[src/rtl/ysyx_22040175_pipe_ctrl_if.sv]
// Handshake bundle between the 5-stage pipeline datapath and its hazard/sequencing controller.
// master = pipeline datapath side, slave = controller side.
interface ysyx_22040175_pipe_ctrl_if;
    logic [4:0]  id_rs1_addr;
    logic [4:0]  id_rs2_addr;
    logic        id_rs1_used;
    logic        id_rs2_used;
    logic        ex_reg_wen;
    logic [4:0]  ex_reg_waddr;
    logic        ex_is_load;
    logic        ex_redirect;
    logic        mem_req;
    logic        mem_ready;
    logic        wb_ebreak;

    logic        pc_stall;
    logic        if_id_stall;
    logic        if_id_flush;
    logic        id_ex_stall;
    logic        id_ex_flush;
    logic        ex_mem_stall;
    logic        mem_wb_flush;
    logic        halted;
    logic        mem_timeout;
    logic [31:0] perf_stall_cycles;
    logic [31:0] perf_flush_cnt;
    logic [31:0] perf_memwait_cycles;

    modport master (
        output id_rs1_addr, id_rs2_addr, id_rs1_used, id_rs2_used,
               ex_reg_wen, ex_reg_waddr, ex_is_load, ex_redirect,
               mem_req, mem_ready, wb_ebreak,
        input  pc_stall, if_id_stall, if_id_flush, id_ex_stall, id_ex_flush,
               ex_mem_stall, mem_wb_flush, halted, mem_timeout,
               perf_stall_cycles, perf_flush_cnt, perf_memwait_cycles
    );

    modport slave (
        input  id_rs1_addr, id_rs2_addr, id_rs1_used, id_rs2_used,
               ex_reg_wen, ex_reg_waddr, ex_is_load, ex_redirect,
               mem_req, mem_ready, wb_ebreak,
        output pc_stall, if_id_stall, if_id_flush, id_ex_stall, id_ex_flush,
               ex_mem_stall, mem_wb_flush, halted, mem_timeout,
               perf_stall_cycles, perf_flush_cnt, perf_memwait_cycles
    );
endinterface

[src/rtl/ysyx_22040175_pipe_ctrl.sv]
// Stall/flush controller for the IF-ID-EX-MEM-WB pipeline: load-use, EX redirect, MEM waits, ebreak halt.
// Optional performance counters are built only when PIPE_CTRL_PERF_EN is defined.
module ysyx_22040175_pipe_ctrl #(
    parameter int unsigned MEM_TIMEOUT = 255
) (
    input  logic                           clk,
    input  logic                           rst,
    ysyx_22040175_pipe_ctrl_if.slave       bus
);
    localparam int unsigned CW = $clog2(MEM_TIMEOUT + 1);
    localparam logic [CW:0] TMO = MEM_TIMEOUT[CW:0];

    typedef enum logic [1:0] {
        S_RUN      = 2'd0,
        S_MEM_WAIT = 2'd1,
        S_HALT     = 2'd2
    } state_t;

    state_t        state;
    logic [CW-1:0] wait_cnt;
    logic          timeout_q;

    logic          load_use;
    logic          mem_wait_now;
    logic          halt_now;
    logic          redirect_now;
    logic [CW:0]   cnt_inc;
    logic          tmo_hit;

    always_comb begin
        load_use = bus.ex_is_load && bus.ex_reg_wen && (bus.ex_reg_waddr != 5'd0) &&
                   ((bus.id_rs1_used && (bus.id_rs1_addr == bus.ex_reg_waddr)) ||
                    (bus.id_rs2_used && (bus.id_rs2_addr == bus.ex_reg_waddr)));
        // An ebreak retiring this cycle already presents the frozen outputs.
        halt_now     = (state == S_HALT) || bus.wb_ebreak;
        mem_wait_now = (state == S_MEM_WAIT) ||
                       ((state == S_RUN) && bus.mem_req && !bus.mem_ready);
        redirect_now = !halt_now && !mem_wait_now && bus.ex_redirect;
        cnt_inc      = {1'b0, wait_cnt} + (CW + 1)'(1);
        tmo_hit      = (state == S_MEM_WAIT) && !bus.mem_ready && (cnt_inc >= TMO);
    end

    always_comb begin
        bus.pc_stall     = 1'b0;
        bus.if_id_stall  = 1'b0;
        bus.if_id_flush  = 1'b0;
        bus.id_ex_stall  = 1'b0;
        bus.id_ex_flush  = 1'b0;
        bus.ex_mem_stall = 1'b0;
        bus.mem_wb_flush = 1'b0;
        bus.halted       = 1'b0;
        if (rst) begin
            bus.if_id_flush  = 1'b1;
            bus.id_ex_flush  = 1'b1;
            bus.mem_wb_flush = 1'b1;
        end else if (halt_now) begin
            bus.pc_stall     = 1'b1;
            bus.if_id_stall  = 1'b1;
            bus.id_ex_stall  = 1'b1;
            bus.ex_mem_stall = 1'b1;
            bus.mem_wb_flush = 1'b1;
            bus.halted       = 1'b1;
        end else if (mem_wait_now) begin
            // EX is held too, so a pending redirect is simply re-presented on release.
            bus.pc_stall     = 1'b1;
            bus.if_id_stall  = 1'b1;
            bus.id_ex_stall  = 1'b1;
            bus.ex_mem_stall = 1'b1;
            bus.mem_wb_flush = 1'b1;
        end else if (bus.ex_redirect) begin
            bus.if_id_flush  = 1'b1;
            bus.id_ex_flush  = 1'b1;
        end else if (load_use) begin
            bus.pc_stall     = 1'b1;
            bus.if_id_stall  = 1'b1;
            bus.id_ex_flush  = 1'b1;
        end
    end

    always_ff @(posedge clk) begin
        if (rst) begin
            state     <= S_RUN;
            wait_cnt  <= '0;
            timeout_q <= 1'b0;
        end else begin
            case (state)
                S_RUN: begin
                    if (bus.wb_ebreak) begin
                        state <= S_HALT;
                    end else if (bus.mem_req && !bus.mem_ready) begin
                        state    <= S_MEM_WAIT;
                        wait_cnt <= '0;
                    end
                end
                S_MEM_WAIT: begin
                    if (tmo_hit) timeout_q <= 1'b1;
                    if (bus.wb_ebreak || tmo_hit) begin
                        state <= S_HALT;
                    end else if (bus.mem_ready) begin
                        state <= S_RUN;
                    end else begin
                        wait_cnt <= (cnt_inc >= TMO) ? TMO[CW-1:0] : cnt_inc[CW-1:0];
                    end
                end
                default: state <= S_HALT;
            endcase
        end
    end

    assign bus.mem_timeout = timeout_q;

`ifdef PIPE_CTRL_PERF_EN
    logic [31:0] perf_stall_q;
    logic [31:0] perf_flush_q;
    logic [31:0] perf_memwait_q;

    always_ff @(posedge clk) begin
        if (rst) begin
            perf_stall_q   <= '0;
            perf_flush_q   <= '0;
            perf_memwait_q <= '0;
        end else if (!halt_now) begin
            if (bus.pc_stall)         perf_stall_q   <= perf_stall_q + 32'd1;
            if (redirect_now)         perf_flush_q   <= perf_flush_q + 32'd1;
            if (state == S_MEM_WAIT)  perf_memwait_q <= perf_memwait_q + 32'd1;
        end
    end

    assign bus.perf_stall_cycles   = perf_stall_q;
    assign bus.perf_flush_cnt      = perf_flush_q;
    assign bus.perf_memwait_cycles = perf_memwait_q;
`else
    logic unused_perf;
    assign unused_perf             = redirect_now;
    assign bus.perf_stall_cycles   = 32'd0;
    assign bus.perf_flush_cnt      = 32'd0;
    assign bus.perf_memwait_cycles = 32'd0;
`endif
endmodule
[src/flat_wrapper.sv]
// flat-port wrapper written by rule: the top's interface ports become plain ports
module ysyx_22040175_pipe_ctrl_flat 
#(
    parameter int unsigned MEM_TIMEOUT = 255
)
  (clk, rst, bus_id_rs1_addr, bus_id_rs2_addr, bus_id_rs1_used, bus_id_rs2_used, bus_ex_reg_wen, bus_ex_reg_waddr, bus_ex_is_load, bus_ex_redirect, bus_mem_req, bus_mem_ready, bus_wb_ebreak, bus_pc_stall, bus_if_id_stall, bus_if_id_flush, bus_id_ex_stall, bus_id_ex_flush, bus_ex_mem_stall, bus_mem_wb_flush, bus_halted, bus_mem_timeout, bus_perf_stall_cycles, bus_perf_flush_cnt, bus_perf_memwait_cycles);
  ysyx_22040175_pipe_ctrl_if bus_i ();
  input  logic clk;
  input  logic rst;
  input wire logic [$bits(bus_i.id_rs1_addr)-1:0] bus_id_rs1_addr;
  input wire logic [$bits(bus_i.id_rs2_addr)-1:0] bus_id_rs2_addr;
  input wire logic [$bits(bus_i.id_rs1_used)-1:0] bus_id_rs1_used;
  input wire logic [$bits(bus_i.id_rs2_used)-1:0] bus_id_rs2_used;
  input wire logic [$bits(bus_i.ex_reg_wen)-1:0] bus_ex_reg_wen;
  input wire logic [$bits(bus_i.ex_reg_waddr)-1:0] bus_ex_reg_waddr;
  input wire logic [$bits(bus_i.ex_is_load)-1:0] bus_ex_is_load;
  input wire logic [$bits(bus_i.ex_redirect)-1:0] bus_ex_redirect;
  input wire logic [$bits(bus_i.mem_req)-1:0] bus_mem_req;
  input wire logic [$bits(bus_i.mem_ready)-1:0] bus_mem_ready;
  input wire logic [$bits(bus_i.wb_ebreak)-1:0] bus_wb_ebreak;
  output wire logic [$bits(bus_i.pc_stall)-1:0] bus_pc_stall;
  output wire logic [$bits(bus_i.if_id_stall)-1:0] bus_if_id_stall;
  output wire logic [$bits(bus_i.if_id_flush)-1:0] bus_if_id_flush;
  output wire logic [$bits(bus_i.id_ex_stall)-1:0] bus_id_ex_stall;
  output wire logic [$bits(bus_i.id_ex_flush)-1:0] bus_id_ex_flush;
  output wire logic [$bits(bus_i.ex_mem_stall)-1:0] bus_ex_mem_stall;
  output wire logic [$bits(bus_i.mem_wb_flush)-1:0] bus_mem_wb_flush;
  output wire logic [$bits(bus_i.halted)-1:0] bus_halted;
  output wire logic [$bits(bus_i.mem_timeout)-1:0] bus_mem_timeout;
  output wire logic [$bits(bus_i.perf_stall_cycles)-1:0] bus_perf_stall_cycles;
  output wire logic [$bits(bus_i.perf_flush_cnt)-1:0] bus_perf_flush_cnt;
  output wire logic [$bits(bus_i.perf_memwait_cycles)-1:0] bus_perf_memwait_cycles;
  assign bus_i.id_rs1_addr = bus_id_rs1_addr;
  assign bus_i.id_rs2_addr = bus_id_rs2_addr;
  assign bus_i.id_rs1_used = bus_id_rs1_used;
  assign bus_i.id_rs2_used = bus_id_rs2_used;
  assign bus_i.ex_reg_wen = bus_ex_reg_wen;
  assign bus_i.ex_reg_waddr = bus_ex_reg_waddr;
  assign bus_i.ex_is_load = bus_ex_is_load;
  assign bus_i.ex_redirect = bus_ex_redirect;
  assign bus_i.mem_req = bus_mem_req;
  assign bus_i.mem_ready = bus_mem_ready;
  assign bus_i.wb_ebreak = bus_wb_ebreak;
  assign bus_pc_stall = bus_i.pc_stall;
  assign bus_if_id_stall = bus_i.if_id_stall;
  assign bus_if_id_flush = bus_i.if_id_flush;
  assign bus_id_ex_stall = bus_i.id_ex_stall;
  assign bus_id_ex_flush = bus_i.id_ex_flush;
  assign bus_ex_mem_stall = bus_i.ex_mem_stall;
  assign bus_mem_wb_flush = bus_i.mem_wb_flush;
  assign bus_halted = bus_i.halted;
  assign bus_mem_timeout = bus_i.mem_timeout;
  assign bus_perf_stall_cycles = bus_i.perf_stall_cycles;
  assign bus_perf_flush_cnt = bus_i.perf_flush_cnt;
  assign bus_perf_memwait_cycles = bus_i.perf_memwait_cycles;
  ysyx_22040175_pipe_ctrl #(.MEM_TIMEOUT(MEM_TIMEOUT)) u_core (.clk(clk), .rst(rst), .bus(bus_i));
endmodule
[config.mk]
export PLATFORM = sky130hd
export DESIGN_NAME = ysyx_22040175_pipe_ctrl_flat
export DESIGN_NICKNAME = d
export VERILOG_FILES = /design/src/rtl/ysyx_22040175_pipe_ctrl_if.sv /design/src/rtl/ysyx_22040175_pipe_ctrl.sv /design/src/flat_wrapper.sv
export SDC_FILE = /design/constraint.sdc
export NUM_CORES = 1
export LEC_CHECK = 0
export BUFFER_PORTS_ARGS = -buffer_cell sky130_fd_sc_hd__buf_2
export CORE_ASPECT_RATIO = 1.2
export CORE_MARGIN = 3
export CORE_UTILIZATION = 42
export CTS_BUF_LIST = sky130_fd_sc_hd__clkbuf_8
export CTS_CLUSTER_SIZE = 20
export DETAILED_ROUTE_END_ITERATION = 6
export PLACE_DENSITY = 0.89
export SLEW_MARGIN = 20
export SYNTH_ARGS = -nofsm -noshare
export SYNTH_HDL_FRONTEND = slang
export SYNTH_SLANG_ARGS = --single-unit
[constraint.sdc]
create_clock -name clk -period 2.65 [get_ports clk]
set_clock_uncertainty 0.2 [all_clocks]
set_input_delay 0.6625 -clock clk [delete_from_list [all_inputs] [get_ports clk]]
set_output_delay 0.6625 -clock clk [all_outputs]
set_load 0.02 [all_outputs]
**Word-level counts from Yosys, hierarchy flattened**

Cells that the tools add are included.

- Memories: 0
- ROM bits: 0
- Bits in writable memories: 0
- Output and inout port bits: 105
- Bits in latches: 0
- Bits in registers: 11
- Logic and storage cells: 66

- Divide/modulo/power cells: 0
- Equality and inequality tests: 10
- Multiply operators: 0
- Add/sub/neg operators: 1
- Multiplexer cells: 30
- Magnitude comparators: 1
- Shift operators: 0
- Reductions and logical operators: 21
- Bitwise gates (word level): 0

Operators by type and width:

| cell | number |
|---|---|
| 8-bit two-way mux | 5 |
| 1-bit two-way mux | 19 |
| 8-bit one-hot mux with 2 select lines | 1 |
| 5-bit equality test | 2 |
| 1-bit logical AND | 10 |
| 8-bit by 1-bit adder with 9-bit output, second input constant | 1 |
| 9-bit by 8-bit >= comparator with 1-bit output, second input constant | 1 |
| 2-bit two-way mux | 4 |
| 2-bit inequality test, second input constant | 4 |
| 3-bit inequality test, second input constant | 2 |
| 5-bit AND reduction | 1 |
| 5-bit nonzero test | 1 |
| 1-bit logical OR | 4 |
| 2-bit one-hot mux with 2 select lines | 1 |
| 2-bit AND reduction | 2 |
| 2-bit by 1-bit equality test with 1-bit output, second input constant | 1 |
| 2-bit equality test, second input constant | 1 |
| 2-bit zero test | 1 |
| 2-bit nonzero test | 1 |
| 1-bit zero test | 1 |

**Depth between registers and ports, before layout**

- Depth in word-level cells: 9
- Depth in mapped cells: 10
- Mapped depth without buffers: 8

**Least setup slack after synthesis**

OpenSTA, ideal clock, no wires.

- Path type: input to output
- Start point: input bus_ex_reg_waddr[2]
- End point: output bus_pc_stall
- Slack: -212 ps
- Stages: 7
- Path buffers: 1
- Arrival time: 1999 ps
- Path through: xor2_1 -> nor4_1 -> nand3_1 -> nand2_1 -> o2111ai_1 -> a21oi_1 -> buf_4

- Cells in the longest elaborated chain, start to end: 9
- Elaborated cells between the ends (all ways): 13

Ends and longest elaborated chain:

| what | RTL line | source |
|---|---|---|
| from (decl) | flat_wrapper.sv:15 | `input wire logic [$bits(bus_i.ex_reg_waddr)-1:0] bus_ex_reg_waddr;` |
| 5-bit equality test, on equally long branches | ysyx_22040175_pipe_ctrl.sv:32, ysyx_22040175_pipe_ctrl.sv:33 |  |
| 1-bit logical AND, on equally long branches | ysyx_22040175_pipe_ctrl.sv:32, ysyx_22040175_pipe_ctrl.sv:33 |  |
| 1-bit logical OR | ysyx_22040175_pipe_ctrl.sv:32 | `((bus.id_rs1_used && (bus.id_rs1_addr == bus.ex_reg_waddr)) \|\|` |
| 1-bit logical AND * | ysyx_22040175_pipe_ctrl.sv:31 | `load_use = bus.ex_is_load && bus.ex_reg_wen && (bus.ex_reg_waddr != 5'd0) &&` |
| 1-bit two-way mux * (5 in series) | n/a |  |
| to (decl) | flat_wrapper.sv:21 | `output wire logic [$bits(bus_i.pc_stall)-1:0] bus_pc_stall;` |

Every way passes the cells marked *; elsewhere a longest branch is shown, timed or not.

**Worst setup path in the final report**

- Start point: input bus_id_rs2_addr[1]
- End point: output bus_id_ex_flush

- Cells in the longest elaborated chain, start to end: 9

Ends and longest elaborated chain:

| what | RTL line | source |
|---|---|---|
| from (decl) | flat_wrapper.sv:11 | `input wire logic [$bits(bus_i.id_rs2_addr)-1:0] bus_id_rs2_addr;` |
| 5-bit equality test | ysyx_22040175_pipe_ctrl.sv:33 | `(bus.id_rs2_used && (bus.id_rs2_addr == bus.ex_reg_waddr)));` |
| 1-bit logical AND | ysyx_22040175_pipe_ctrl.sv:33 |  |
| 1-bit logical OR | ysyx_22040175_pipe_ctrl.sv:32 |  |
| 1-bit logical AND | ysyx_22040175_pipe_ctrl.sv:31 |  |
| 1-bit two-way mux | ysyx_22040175_pipe_ctrl.sv:73 | `end else if (load_use) begin` |
| 1-bit two-way mux | ysyx_22040175_pipe_ctrl.sv:70 | `end else if (bus.ex_redirect) begin` |
| 1-bit two-way mux | ysyx_22040175_pipe_ctrl.sv:63 | `end else if (mem_wait_now) begin` |
| 1-bit two-way mux | ysyx_22040175_pipe_ctrl.sv:56 | `end else if (halt_now) begin` |
| 1-bit two-way mux | ysyx_22040175_pipe_ctrl.sv:52 | `if (rst) begin` |
| to (decl) | flat_wrapper.sv:25 | `output wire logic [$bits(bus_i.id_ex_flush)-1:0] bus_id_ex_flush;` |

Every way passes these cells.

==> key figures <==
Run status
  • Status: finished, violations left
  • Failing checks: negative setup slack

Route
  • Residual DRC: 0
  • Via count: 1328
  • DR vias/cell: 4.383
  • Iteration count of the initial detailed-routing pass: 4
  • Initial DRC Count: 34
  • Post-DRT Antenna Nets: 0
  • WL per Instance: around 12 µm
  • Wirelength, routed: 3506 µm

Worst setup path
  • Worst Setup End Kind: output port
  • Type of the worst setup path: input port to output port
  • Crit path arrival time: ~1.9 ns
  • CP Max Fanout: 2
  • Startpoint Class: input port
  • Required time worst endpoint: roughly 1.8 ns
  • Worst-case reg-to-reg path depth: 7
  • Reg-to-reg slack, setup: roughly 0.18 ns

Power and ir drop
  • Pwr Density: ~330 nW/µm²
  • Power consumption: between 500 and 600 µW
  • Sw Pwr: roughly 240 µW
  • Max VDD drop: 0.2602 mV
  • P_leak: 0.8776 nW
  • Power Internal: 319.0 µW
  • Sw frac: around 43%
  • Seq pwr share: between 30 and 40%
  • Clk pwr share: approximately 30%
  • Combinational fraction of design power: roughly two fifths

Final layout
  • ANT cells: 0
  • Layout cells sized above 1: between 20% and 30%
  • Area delta synth->final: -0.8014%
  • Finished Core Util: ~45%
  • Layout Cells excl Fill: a little over 300
  • Final nets: between 200 and 300

STA
  • Final setup fails: 3
  • Final Cycle Share: 104.0%
  • Final hold violations: 0
  • Final min period: 2.756 ns
  • Unrepaired setup endpoints after global routing: yes
  • Final slew viol count: 0
  • Final worst slack: -0.1058 ns
  • Setup tns final: -0.2940 ns
  • Max Freq: between 300 and 400 MHz

Die
  • Die Span Y: roughly 76 µm
  • Initial Util: between 40 and 50%
  • # rows: 24
  • Core area: approximately 3800 µm²
  • Die width: 64.38 µm
  • Die area: a little under 5000 µm²
  • IO Pins: 130

Synth
  • Post-synth top area cell: buf_4
  • Number of synthesized flops with an enable pin: 0
  • Area contributors post-synth: buf_4 43%, dfxtp_1 13%, xor2_1 4.1%
  • Synthesized area: between 1500 and 2000 µm²
  • Synth async-reset ratio: 0%
  • Synth warnings: 0
  • Yosys top cell area share: a little over two fifths
  • Synth Flop Type: dfxtp_1
  • Most frequent cell after synthesis: buf_4
  • Sequential share of the synthesized area: around an eighth
  • Synth cell types: 45
  • Post-Syn Instances: 215
  • Synth top cells by count: 99 x buf_4, 11 x dfxtp_1
  • Syn avg cell area: approximately 8 µm²
  • FF+latch count, synth: 11

Clock tree
  • Clock Path Buffers: 2
  • CTS tree: done
  • CTS Sinks: 11
  • Clk Tree Root Cell: clkbuf_8
  • Reg clk slew, reported paths: around 0.05 ns
  • CTS H-Tree Depth: 1
  • Setup bufs post-CTS: 0
  • Hold-fix buffers, CTS: 0
  • Clk Latency, worst-skew pair: 0.24 ns
  • CTS Buf Count: 3

Min path
  • HP Class: flop to flop
  • Worst Hold Path Cells: 2

Placement
  • DP Worst Slack: -0.1537 ns
  • Final HPWL DP: between 2000 and 3000 µm
  • Placer Congestion: 0.8598
  • Post-Place Cells: about 300
  • PortBufs: 33

Flow run
  • Maxcap violations: 0

Global routing
  • GRT Total Usage: a little over an eighth
  • Vias in the first global route: roughly 1200
  • First-pass GRT wire length: roughly 5300 µm
  • Total gr overflow: 0
  • Initial antenna violation count: 0
  • Largest net degree at the start of global routing: 14
[critical path: stages]
cell	delay, ns
buf_6	0.09
xor2_1	0.17
nor4_1	0.28
nand3_1	0.11
nand2_1	0.09
o2111ai_2	0.14
o21bai_1	0.17
buf_4	0.16
[through the flow]
step,hold slack (ns),area [µm²]
floorplan,0.3145,2096
global placement,0.2345,1594
detailed placement,0.2492,1594
CTS,0.2579,1682
global route,0.2822,1704
finish,0.2551,1704
[layer usage]
layer	track usage [%]	up-vias	part of all wire, %
met2	27.07	115	55
li1	-	611	-
met1	11.04	589	30
met5	0	-	0
met4	6.977	0	3.1
met3	2.507	13	12
[flip-flops by register name, indices dropped and copies added (netlist names)]
signal,count
u_core.wait_cnt,8
u_core.state,2
u_core.bus.mem_timeout,1
[logic make-up after synthesis]
kind of cell,after synthesis,synth area share [%]
buf+inv,109,46.76
flops,11,12.82
fa+ha+maj,2,1.456
xor+xnor,10,5.099
mux,3,2.039
compound gates,32,16.53
other cells,1,0.2183
simple gates,47,15.08
[power by group through the flow]
stage	Clock, mW	Combinational, mW	Sequential (mW)
floorplan	0	0.280	0.172
global placement	0	0.208	0.172
detailed placement	0	0.209	0.173
CTS	0.169	0.218	0.169
global route	0.179	0.242	0.169
finish	0.166	0.227	0.169
[placed cells by master (no fill, tap or decap), drive strengths merged, types with 2 or more instances in the layout]
| cell type | synthesis | layout |
|---|---|---|
| conb | 1 | 96 |
| buf | 103 | 40 |
| dfxtp | 11 | 11 |
| nand2 | 8 | 8 |
| a21oi | 8 | 8 |
| nor2 | 8 | 8 |
| xor2 | 8 | 8 |
| inv | 6 | 7 |
| nand3 | 6 | 6 |
| nor4 | 4 | 4 |
| or3 | 3 | 3 |
| a21o | 3 | 3 |
| nand4 | 3 | 3 |
| a32o | 3 | 3 |
| clkbuf | 0 | 3 |
| and3 | 3 | 3 |
| nor3 | 2 | 2 |
| or4 | 2 | 2 |
| xnor2 | 2 | 2 |
| o21bai | 2 | 2 |
| o21ai | 2 | 2 |
| nand2b | 2 | 2 |
| a31o | 2 | 2 |
| mux2i | 2 | 2 |
| a221oi | 2 | 2 |
| ha | 2 | 2 |
| o2111ai | 2 | 2 |
| or2 | 2 | 2 |
[area by class of cell]
| type | count | area (µm²) |
|---|---|---|
| Sequential cell | 11 | 220.2 |
| Clock buffer | 3 | 41.29 |
| Clock inverter | 1 | 3.754 |
| Inverter | 6 | 22.52 |
| Fill cell | 357 | 2079 |
| Tap cell | 52 | 65.06 |
| Timing Repair Buffer | 40 | 266.5 |
| Multi-Input combinational cell | 190 | 1085 |
[repair_timing]
item | in CTS | in global routing
setup endpoints to repair | 3 | 4
gates resized for setup | 12 | 4
cloned | 0 | 0
pin swaps | 11 | 6
[final timing paths]
check | from | end
setup / recovery | bus_id_rs2_addr[1] | bus_id_ex_flush
hold / removal | u_core.bus.mem_timeout | u_core.bus.mem_timeout
hold reg to reg | u_core.bus.mem_timeout | u_core.bus.mem_timeout
setup reg to reg | u_core.wait_cnt[1] | u_core.wait_cnt[0]
Note: power is estimated with default switching activity, not from simulation.
